<file path="src/rtl/qc_pkg.sv">
`default_nettype none
// ============================================================================
//  Module      : qc_pkg
//  Description : Shared types for the quantum-circuit core: gate opcodes,
//                packed gate word, loader FSM states and width helpers.
//  Revision    : 1.0 - initial release
// ============================================================================
package qc_pkg;

    // Qubit index width; a single-qubit core still needs one index bit
    function automatic int calc_qw(input int n_qubits);
        return (n_qubits > 1) ? $clog2(n_qubits) : 1;
    endfunction

    // Gate word width: 4-bit opcode plus control and target indices
    function automatic int calc_gw(input int n_qubits);
        return 4 + 2 * calc_qw(n_qubits);
    endfunction

    localparam int c_qc_n_qubits = 4;
    localparam int c_qc_qw       = calc_qw(c_qc_n_qubits);

    typedef enum logic [3:0] {
        OP_I    = 4'd0,
        OP_X    = 4'd1,
        OP_Y    = 4'd2,
        OP_Z    = 4'd3,
        OP_H    = 4'd4,
        OP_S    = 4'd5,
        OP_T    = 4'd6,
        OP_CNOT = 4'd7
    } gate_op_e;

    // Gate word layout shared by the loader and the scheduler
    typedef struct packed {
        gate_op_e               op;
        logic [c_qc_qw-1:0]     ctrl;
        logic [c_qc_qw-1:0]     tgt;
    } gate_t;

    typedef enum logic [2:0] {
        ST_LOAD      = 3'd0,
        ST_ARM       = 3'd1,
        ST_ISSUE     = 3'd2,
        ST_WAIT_DONE = 3'd3,
        ST_COMPLETE  = 3'd4
    } loader_state_e;

endpackage
`default_nettype wire

</file>
<file path="src/rtl/gate_loader_if.sv">
`default_nettype none
// ============================================================================
//  Module      : gate_loader_if
//  Description : Host-side load stream, scheduler-side gate stream and
//                status signals of the gate loader.
//  Revision    : 1.0 - initial release
// ============================================================================
interface gate_loader_if
    import qc_pkg::*;
#(
    parameter int N_QUBITS = 4,
    parameter int DEPTH    = 32
) ();
    localparam int c_gw  = calc_gw(N_QUBITS);
    localparam int c_plw = $clog2(DEPTH) + 1;

    // host load stream
    logic               in_valid;
    logic               in_ready;
    logic [c_gw-1:0]    in_gate;
    logic               in_last;
    logic               clear;

    // scheduler side
    logic               sched_start;
    logic               g_valid;
    logic               g_ready;
    logic [c_gw-1:0]    g_data;
    logic               g_last;
    logic               sched_done;

    // status
    logic [c_plw-1:0]   prog_len;
    logic               busy;
    logic               prog_done;
    logic               err_ovf;
    logic               err_early;

    // Loader view
    modport slave (
        input  in_valid, in_gate, in_last, clear, g_ready, sched_done,
        output in_ready, sched_start, g_valid, g_data, g_last,
               prog_len, busy, prog_done, err_ovf, err_early
    );

    // Host / scheduler view
    modport master (
        output in_valid, in_gate, in_last, clear, g_ready, sched_done,
        input  in_ready, sched_start, g_valid, g_data, g_last,
               prog_len, busy, prog_done, err_ovf, err_early
    );

endinterface
`default_nettype wire

</file>
<file path="src/rtl/gate_loader_mem.sv">
`default_nettype none
// ============================================================================
//  Module      : gate_mem
//  Description : DEPTH x GW program store, one synchronous write port and
//                one asynchronous read port; contents are not reset.
//  Revision    : 1.0 - initial release
// ============================================================================
module gate_mem #(
    parameter int DEPTH = 32,
    parameter int GW    = 8
) (
    input  wire logic                       clk,
    input  wire logic                       we_i,
    input  wire logic [$clog2(DEPTH)-1:0]   waddr_i,
    input  wire logic [GW-1:0]              wdata_i,
    input  wire logic [$clog2(DEPTH)-1:0]   raddr_i,
    output      logic [GW-1:0]              rdata_o
);

    logic [GW-1:0] mem_q [DEPTH];

    // Write port: store one gate word per accepted host beat
    always_ff @(posedge clk) begin
        if (we_i) begin
            mem_q[waddr_i] <= wdata_i;
        end
    end

    assign rdata_o = mem_q[raddr_i];

endmodule
`default_nettype wire

</file>
<file path="src/rtl/gate_loader.sv">
`default_nettype none
// ============================================================================
//  Module      : gate_loader
//  Description : Buffers a gate program from the host, pulses the scheduler
//                start, streams the stored gates and holds completion status
//                until the host clears it.
//  Revision    : 1.0 - initial release
// ============================================================================
module gate_loader
    import qc_pkg::*;
#(
    parameter int N_QUBITS = 4,
    parameter int DEPTH    = 32
) (
    input  wire logic       clk,
    input  wire logic       rst,
    gate_loader_if.slave    bus
);

    localparam int                  c_gw        = calc_gw(N_QUBITS);
    localparam int                  c_aw        = $clog2(DEPTH);
    localparam int                  c_plw       = c_aw + 1;
    localparam logic [c_aw-1:0]     c_last_addr = c_aw'(DEPTH - 1);
    localparam logic [c_aw-1:0]     c_ptr_one   = c_aw'(1);
    localparam logic [c_plw-1:0]    c_len_one   = c_plw'(1);

    loader_state_e      state_q;
    logic [c_aw-1:0]    wr_ptr_q;
    logic [c_aw-1:0]    rd_ptr_q;
    logic [c_plw-1:0]   prog_len_q;
    logic               err_ovf_q;
    logic               err_early_q;

    logic               w_in_ready;
    logic               w_in_fire;
    logic               w_full;
    logic               w_g_valid;
    logic               w_g_last;
    logic               w_g_fire;
    logic [c_gw-1:0]    w_rd_data;

    // in_ready is forced low while reset is held so no beat is taken then
    assign w_in_ready = (state_q == ST_LOAD) && !rst;
    // clear in LOAD wins over a word offered in the same cycle
    assign w_in_fire  = bus.in_valid && w_in_ready && !bus.clear;
    assign w_full     = (wr_ptr_q == c_last_addr);
    assign w_g_valid  = (state_q == ST_ISSUE);
    assign w_g_last   = w_g_valid && ({1'b0, rd_ptr_q} == (prog_len_q - c_len_one));
    assign w_g_fire   = w_g_valid && bus.g_ready;

    gate_mem #(
        .DEPTH (DEPTH),
        .GW    (c_gw)
    ) u_mem (
        .clk     (clk),
        .we_i    (w_in_fire),
        .waddr_i (wr_ptr_q),
        .wdata_i (bus.in_gate),
        .raddr_i (rd_ptr_q),
        .rdata_o (w_rd_data)
    );

    // Loader sequencing: load, arm, issue, wait for done, hold status
    always_ff @(posedge clk) begin
        if (rst) begin
            state_q     <= ST_LOAD;
            wr_ptr_q    <= '0;
            rd_ptr_q    <= '0;
            prog_len_q  <= '0;
            err_ovf_q   <= 1'b0;
            err_early_q <= 1'b0;
        end else begin
            case (state_q)
                ST_LOAD: begin
                    if (bus.clear) begin
                        wr_ptr_q <= '0;
                    end else if (w_in_fire) begin
                        if (bus.in_last || w_full) begin
                            // pointer is held here so it never wraps past DEPTH-1
                            prog_len_q <= {1'b0, wr_ptr_q} + c_len_one;
                            if (!bus.in_last) begin
                                err_ovf_q <= 1'b1;
                            end
                            state_q <= ST_ARM;
                        end else begin
                            wr_ptr_q <= wr_ptr_q + c_ptr_one;
                        end
                    end
                end
                ST_ARM: begin
                    rd_ptr_q <= '0;
                    state_q  <= ST_ISSUE;
                end
                ST_ISSUE: begin
                    if (bus.sched_done && !(w_g_fire && w_g_last)) begin
                        // scheduler finished before the final gate went out
                        err_early_q <= 1'b1;
                        state_q     <= ST_COMPLETE;
                    end else if (w_g_fire) begin
                        rd_ptr_q <= rd_ptr_q + c_ptr_one;
                        if (w_g_last) begin
                            state_q <= ST_WAIT_DONE;
                        end
                    end
                end
                ST_WAIT_DONE: begin
                    if (bus.sched_done) begin
                        state_q <= ST_COMPLETE;
                    end
                end
                ST_COMPLETE: begin
                    if (bus.clear) begin
                        wr_ptr_q    <= '0;
                        prog_len_q  <= '0;
                        err_ovf_q   <= 1'b0;
                        err_early_q <= 1'b0;
                        state_q     <= ST_LOAD;
                    end
                end
                default: begin
                    state_q <= ST_LOAD;
                end
            endcase
        end
    end

    assign bus.in_ready    = w_in_ready;
    assign bus.sched_start = (state_q == ST_ARM);
    assign bus.g_valid     = w_g_valid;
    assign bus.g_data      = w_g_valid ? w_rd_data : '0;
    assign bus.g_last      = w_g_last;
    assign bus.prog_len    = prog_len_q;
    assign bus.busy        = (state_q == ST_ARM) || (state_q == ST_ISSUE) ||
                             (state_q == ST_WAIT_DONE);
    assign bus.prog_done   = (state_q == ST_COMPLETE);
    assign bus.err_ovf     = err_ovf_q;
    assign bus.err_early   = err_early_q;

endmodule
`default_nettype wire

</file>
<file path="src/flat_wrapper.sv">
// flat-port wrapper written by rule: the top's interface ports become plain ports
module gate_loader_flat import qc_pkg::*;
#(
    parameter int N_QUBITS = 4,
    parameter int DEPTH    = 32
)
  (clk, rst, bus_in_valid, bus_in_gate, bus_in_last, bus_clear, bus_g_ready, bus_sched_done, bus_in_ready, bus_sched_start, bus_g_valid, bus_g_data, bus_g_last, bus_prog_len, bus_busy, bus_prog_done, bus_err_ovf, bus_err_early);
  gate_loader_if #(.N_QUBITS(N_QUBITS), .DEPTH(DEPTH)) bus_i ();
  input  wire logic clk;
  input  wire logic rst;
  input wire logic [$bits(bus_i.in_valid)-1:0] bus_in_valid;
  input wire logic [$bits(bus_i.in_gate)-1:0] bus_in_gate;
  input wire logic [$bits(bus_i.in_last)-1:0] bus_in_last;
  input wire logic [$bits(bus_i.clear)-1:0] bus_clear;
  input wire logic [$bits(bus_i.g_ready)-1:0] bus_g_ready;
  input wire logic [$bits(bus_i.sched_done)-1:0] bus_sched_done;
  output wire logic [$bits(bus_i.in_ready)-1:0] bus_in_ready;
  output wire logic [$bits(bus_i.sched_start)-1:0] bus_sched_start;
  output wire logic [$bits(bus_i.g_valid)-1:0] bus_g_valid;
  output wire logic [$bits(bus_i.g_data)-1:0] bus_g_data;
  output wire logic [$bits(bus_i.g_last)-1:0] bus_g_last;
  output wire logic [$bits(bus_i.prog_len)-1:0] bus_prog_len;
  output wire logic [$bits(bus_i.busy)-1:0] bus_busy;
  output wire logic [$bits(bus_i.prog_done)-1:0] bus_prog_done;
  output wire logic [$bits(bus_i.err_ovf)-1:0] bus_err_ovf;
  output wire logic [$bits(bus_i.err_early)-1:0] bus_err_early;
  assign bus_i.in_valid = bus_in_valid;
  assign bus_i.in_gate = bus_in_gate;
  assign bus_i.in_last = bus_in_last;
  assign bus_i.clear = bus_clear;
  assign bus_i.g_ready = bus_g_ready;
  assign bus_i.sched_done = bus_sched_done;
  assign bus_in_ready = bus_i.in_ready;
  assign bus_sched_start = bus_i.sched_start;
  assign bus_g_valid = bus_i.g_valid;
  assign bus_g_data = bus_i.g_data;
  assign bus_g_last = bus_i.g_last;
  assign bus_prog_len = bus_i.prog_len;
  assign bus_busy = bus_i.busy;
  assign bus_prog_done = bus_i.prog_done;
  assign bus_err_ovf = bus_i.err_ovf;
  assign bus_err_early = bus_i.err_early;
  gate_loader #(.N_QUBITS(N_QUBITS), .DEPTH(DEPTH)) u_core (.clk(clk), .rst(rst), .bus(bus_i));
endmodule
</file>
<file path="config.mk">
export PLATFORM = sky130hd
export DESIGN_NAME = gate_loader_flat
export DESIGN_NICKNAME = d
export VERILOG_FILES = /design/src/rtl/qc_pkg.sv /design/src/rtl/gate_loader_if.sv /design/src/rtl/gate_loader_mem.sv /design/src/rtl/gate_loader.sv /design/src/flat_wrapper.sv
export SDC_FILE = /design/constraint.sdc
export NUM_CORES = 1
export LEC_CHECK = 0
export CORE_ASPECT_RATIO = 1.1
export CORE_UTILIZATION = 45
export DETAILED_ROUTE_END_ITERATION = 10
export PLACE_DENSITY_LB_ADDON = 0.15
export REMOVE_ABC_BUFFERS = 1
export SLEW_MARGIN = 25
export SYNTH_ARGS = -nofsm -noshare
export SYNTH_HDL_FRONTEND = slang
export SYNTH_SLANG_ARGS = --single-unit
</file>
<file path="constraint.sdc">
create_clock -name clk -period 6.6 [get_ports clk]
set_input_delay 1.65 -clock clk [delete_from_list [all_inputs] [get_ports clk]]
set_output_delay 1.65 -clock clk [all_outputs]
set_load 0.01 [all_outputs]
</file>
==> impl_metrics.py <==
metrics = {
    "outcome": {
        "status": "complete, no violations",
    },
    "clock_network": {
        "hold_buffers": 0,
        "clk_path_buf_depth": 3,
        "cts_tree": "built",
        "cts_buffers": 28,
        "clk_latency_ns": 0.54,
        "cts.htree.levels": 1,
        "path_clk_slew_ns": 0.06,
        "cts-root-buf": "clkbuf_16",
        "clock_sinks": 282,
        "cts.repair.resized": 0,
        "cts_setup_buffers": 0,
    },
    "timing": {
        "rsz0062_at_grt": "false",
        "worstMarginPinSlew_ns": 0.902,
        "slew_viol_final": 0,
        "setup_viol": 0,
        "finalClockSkew_ns": 0.00777,
        "min_period_over_period_pct": 78.2,
        "max_freq_ghz": 0.194,
        "post-route-min-period_ns": 5.16,
        "finalHoldViolations": 0,
        "tns_ns": 0,
        "relSlewSlack_pct": 39.3,
    },
    "power_and_ir_drop": {
        "p_clk_share_pct": 41.2,
        "p_total_w": 0.00361,
        "p_int_w": 0.00285,
        "peakVddDrop_mv": 0.159,
        "swShare_pct": 20.9,
        "power_frac_seq_pct": 54.3,
        "p_comb_share_pct": 4.5,
        "p_per_area_nw_per_um2": 281,
        "leakage_nw": 3.97,
        "p_switching_w": 0.000756,
    },
    "synthesis": {
        "async_flop_share_pct": 0,
        "ys.flop_type": "edfxtp_1",
        "synth_edf_count": 256,
        "postSynthAreaPerCell_um2": 17.7,
        "synth_top_area_cell": "edfxtp_1",
        "ys_ff_latch": 282,
        "netlist_area_um2": 11300,
        "syn_inst": 639,
        "post-synth-top-count-cell": "edfxtp_1",
        "synth_area_leaders": "edfxtp_1 68%, mux4_2 13%, dfxtp_1 4.6%, a22oi_1 2.3%, nor2_1 2.0%",
        "synthDistinctLibCells": 48,
        "yosys.area.top_type_share_pct": 67.9,
        "synth_common_cells": "256 x edfxtp_1, 64 x mux4_2, 60 x nor2_1, 34 x a22oi_1, 30 x a21oi_1",
        "yosys_warnings": 0,
        "synth_seq_area_share_pct": 72.5,
    },
    "global_routing": {
        "grt-ovfl-total": 0,
        "track_usage_pct": 19.8,
        "antenna_found_initial": 0,
        "grt_pass1_wl_mm": 37.6,
        "grt_start_max_net_pins": 65,
        "grt_pass1_vias": 6219,
    },
    "critical_path": {
        "worst_setup_path_end_kind": "primary output",
        "path_common_cell": "a21oi_1",
        "required_ns": 4.95,
        "path_cells": "buf_4 -> mux4_2 -> a22oi_1 -> a21oi_1 -> a21oi_1 -> nor2_1 -> clkdlybuf4s50_1",
        "cp-start-kind": "flip-flop",
        "crit_fanout": 49,
        "max_stage_delay_ns": 0.67,
        "cp_data_arrival_time_ns": 3.51,
        "crit_slowest_cell": "buf_4",
        "reg2reg_from": "u_core.state_q[1]",
        "critical_path_class": "flip-flop to primary output",
    },
    "floorplanning": {
        "core_um2": 24500,
        "fp-row-count": 60,
        "start_util_pct": 46.1,
        "die_w_um": 153,
        "io-pin-count": 37,
        "dieArea_um2": 25800,
        "die_h_um": 168,
    },
    "route": {
        "avgViaCountPerCell": 5.91,
        "vias": 5976,
        "post_drt_wl_per_cell_um": 24.6,
        "drc": 0,
        "final_antenna_net_count": 0,
        "wl_mm": 24.8,
        "drt_first_iter_violations": 492,
        "first_pass_iters": 5,
    },
    "layout": {
        "final_util_pct": 52.3,
        "area_growth_pct": 13.4,
        "drive_gt1_share_pct": 18.1,
        "stdcell_area_um2": 12800,
        "fin_cells": 1012,
        "layout.nets": 703,
        "n_antenna_cell": 0,
    },
    "min_path": {
        "hp-class": "flip-flop to flip-flop",
        "hold_start": "u_core.bus.err_early",
    },
    "job": {
        "cap_violations": 0,
    },
    "placement": {
        "io_buffers": 36,
        "hpwl_mm": 14.9,
        "placed_area_um2": 12000,
        "gp_congestion": 0.792,
        "place_inst": 961,
    },
}
## state kept, by name, indices dropped and copies added (netlist names), named ones only
name / count
u_core.state_q: 3
u_core.bus.prog_len: 6
u_core.u_mem.mem_q: 256
u_core.bus.err_ovf: 1
u_core.bus.err_early: 1
u_core.wr_ptr_q: 5
u_core.rd_ptr_q: 5
## kinds of logic after synthesis
| group | count (synthesis) | share of synthesized area [%] |
|---|---|---|
| flip-flops | 282 | 72.5 |
| AND/OR/NAND/NOR | 138 | 5.96 |
| AO/OA/AOI/OAI | 92 | 5.48 |
| multiplexers | 67 | 13.0 |
| buffers and inverters | 45 | 1.70 |
| XOR/XNOR | 8 | 0.619 |
| adder cells (fa/ha/maj) | 7 | 0.773 |
## power by group through the flow
stage,combinational [W],sequential (W),clock (W)
global placement,0.000158,0.00200,0
detailed placement,0.000162,0.00200,0
floorplan,0.0000748,0.00200,0
finish,0.000161,0.00196,0.00149
CTS,0.000163,0.00196,0.00151
global route,0.000176,0.00196,0.00157
## final timing paths
| check | cells past startpoint | slack [ns] | endpoint |
|---|---|---|---|
| min reg2reg | 1 | 0.48 | u_core.bus.err_early |
| min | 1 | 0.48 | u_core.bus.err_early |
| max | 7 | 1.44 | bus_g_data[4] |
| max reg2reg | 4 | 3.67 | u_core.u_mem.mem_q[26][1] |
## stage by stage
stage | hold WS [ns] | worst slack, ns
after floorplan | 0.473 | 1.12
after global placement | 0.455 | 1.59
after detailed placement | 0.458 | 1.58
after CTS | 0.477 | 1.41
after global routing | 0.503 | 1.24
final | 0.478 | 1.44
## layout make-up
type / count / area (um^2)
clock buffer: 34 / 744
clock inverter: 17 / 108
fill: 1931 / 11700
inverter: 12 / 45.0
multi-input combinational: 312 / 2920
sequential: 282 / 8210
tap: 310 / 388
timing repair buffer: 45 / 415
## worst max-delay path, delay by kind of cell (launching register included)
family                 cells  cell delay [ns]
buffers and inverters      2             1.16
AND/OR/NAND/NOR            1             0.07
multiplexers               1             0.41
AO/OA/AOI/OAI              3             0.72
flip-flops                 1             0.58
## layout by cell type (no fill, tap or decap), types with 3 or more instances in the layout
cell type / instances
nand3b_1: 4
xor2_1: 4
buf_2: 5
o31ai_1: 6
mux4_2: 64
clkinv_1: 10
nand2_1: 22
or2_2: 3
and3_1: 3
or4_1: 5
inv_1: 12
nor3_1: 5
or3_1: 5
clkinv_2: 3
ha_1: 7
and2_1: 5
nand3_1: 8
nor2_1: 60
dfxtp_1: 24
nor4_1: 3
a22oi_1: 34
o21a_1: 3
edfxtp_1: 256
clkdlybuf4s50_1: 31
clkbuf_16: 29
buf_4: 8
clkbuf_1: 5
o21ai_0: 7
nor2b_1: 4
a21oi_1: 30
xnor2_1: 4
mux2i_1: 3
## per-layer routing
| metal | vias to the layer above | part of all wire (%) | track usage, % |
|---|---|---|---|
| met5 | - | 0 | 0 |
| met4 | 0 | 2.4 | 6.10 |
| met3 | 48 | 4.9 | 2.88 |
| met2 | 172 | 51 | 34.0 |
| met1 | 3095 | 41 | 26.2 |
| li1 | 2661 | - | - |
No activity file was read; power rests on OpenSTA's default activity.
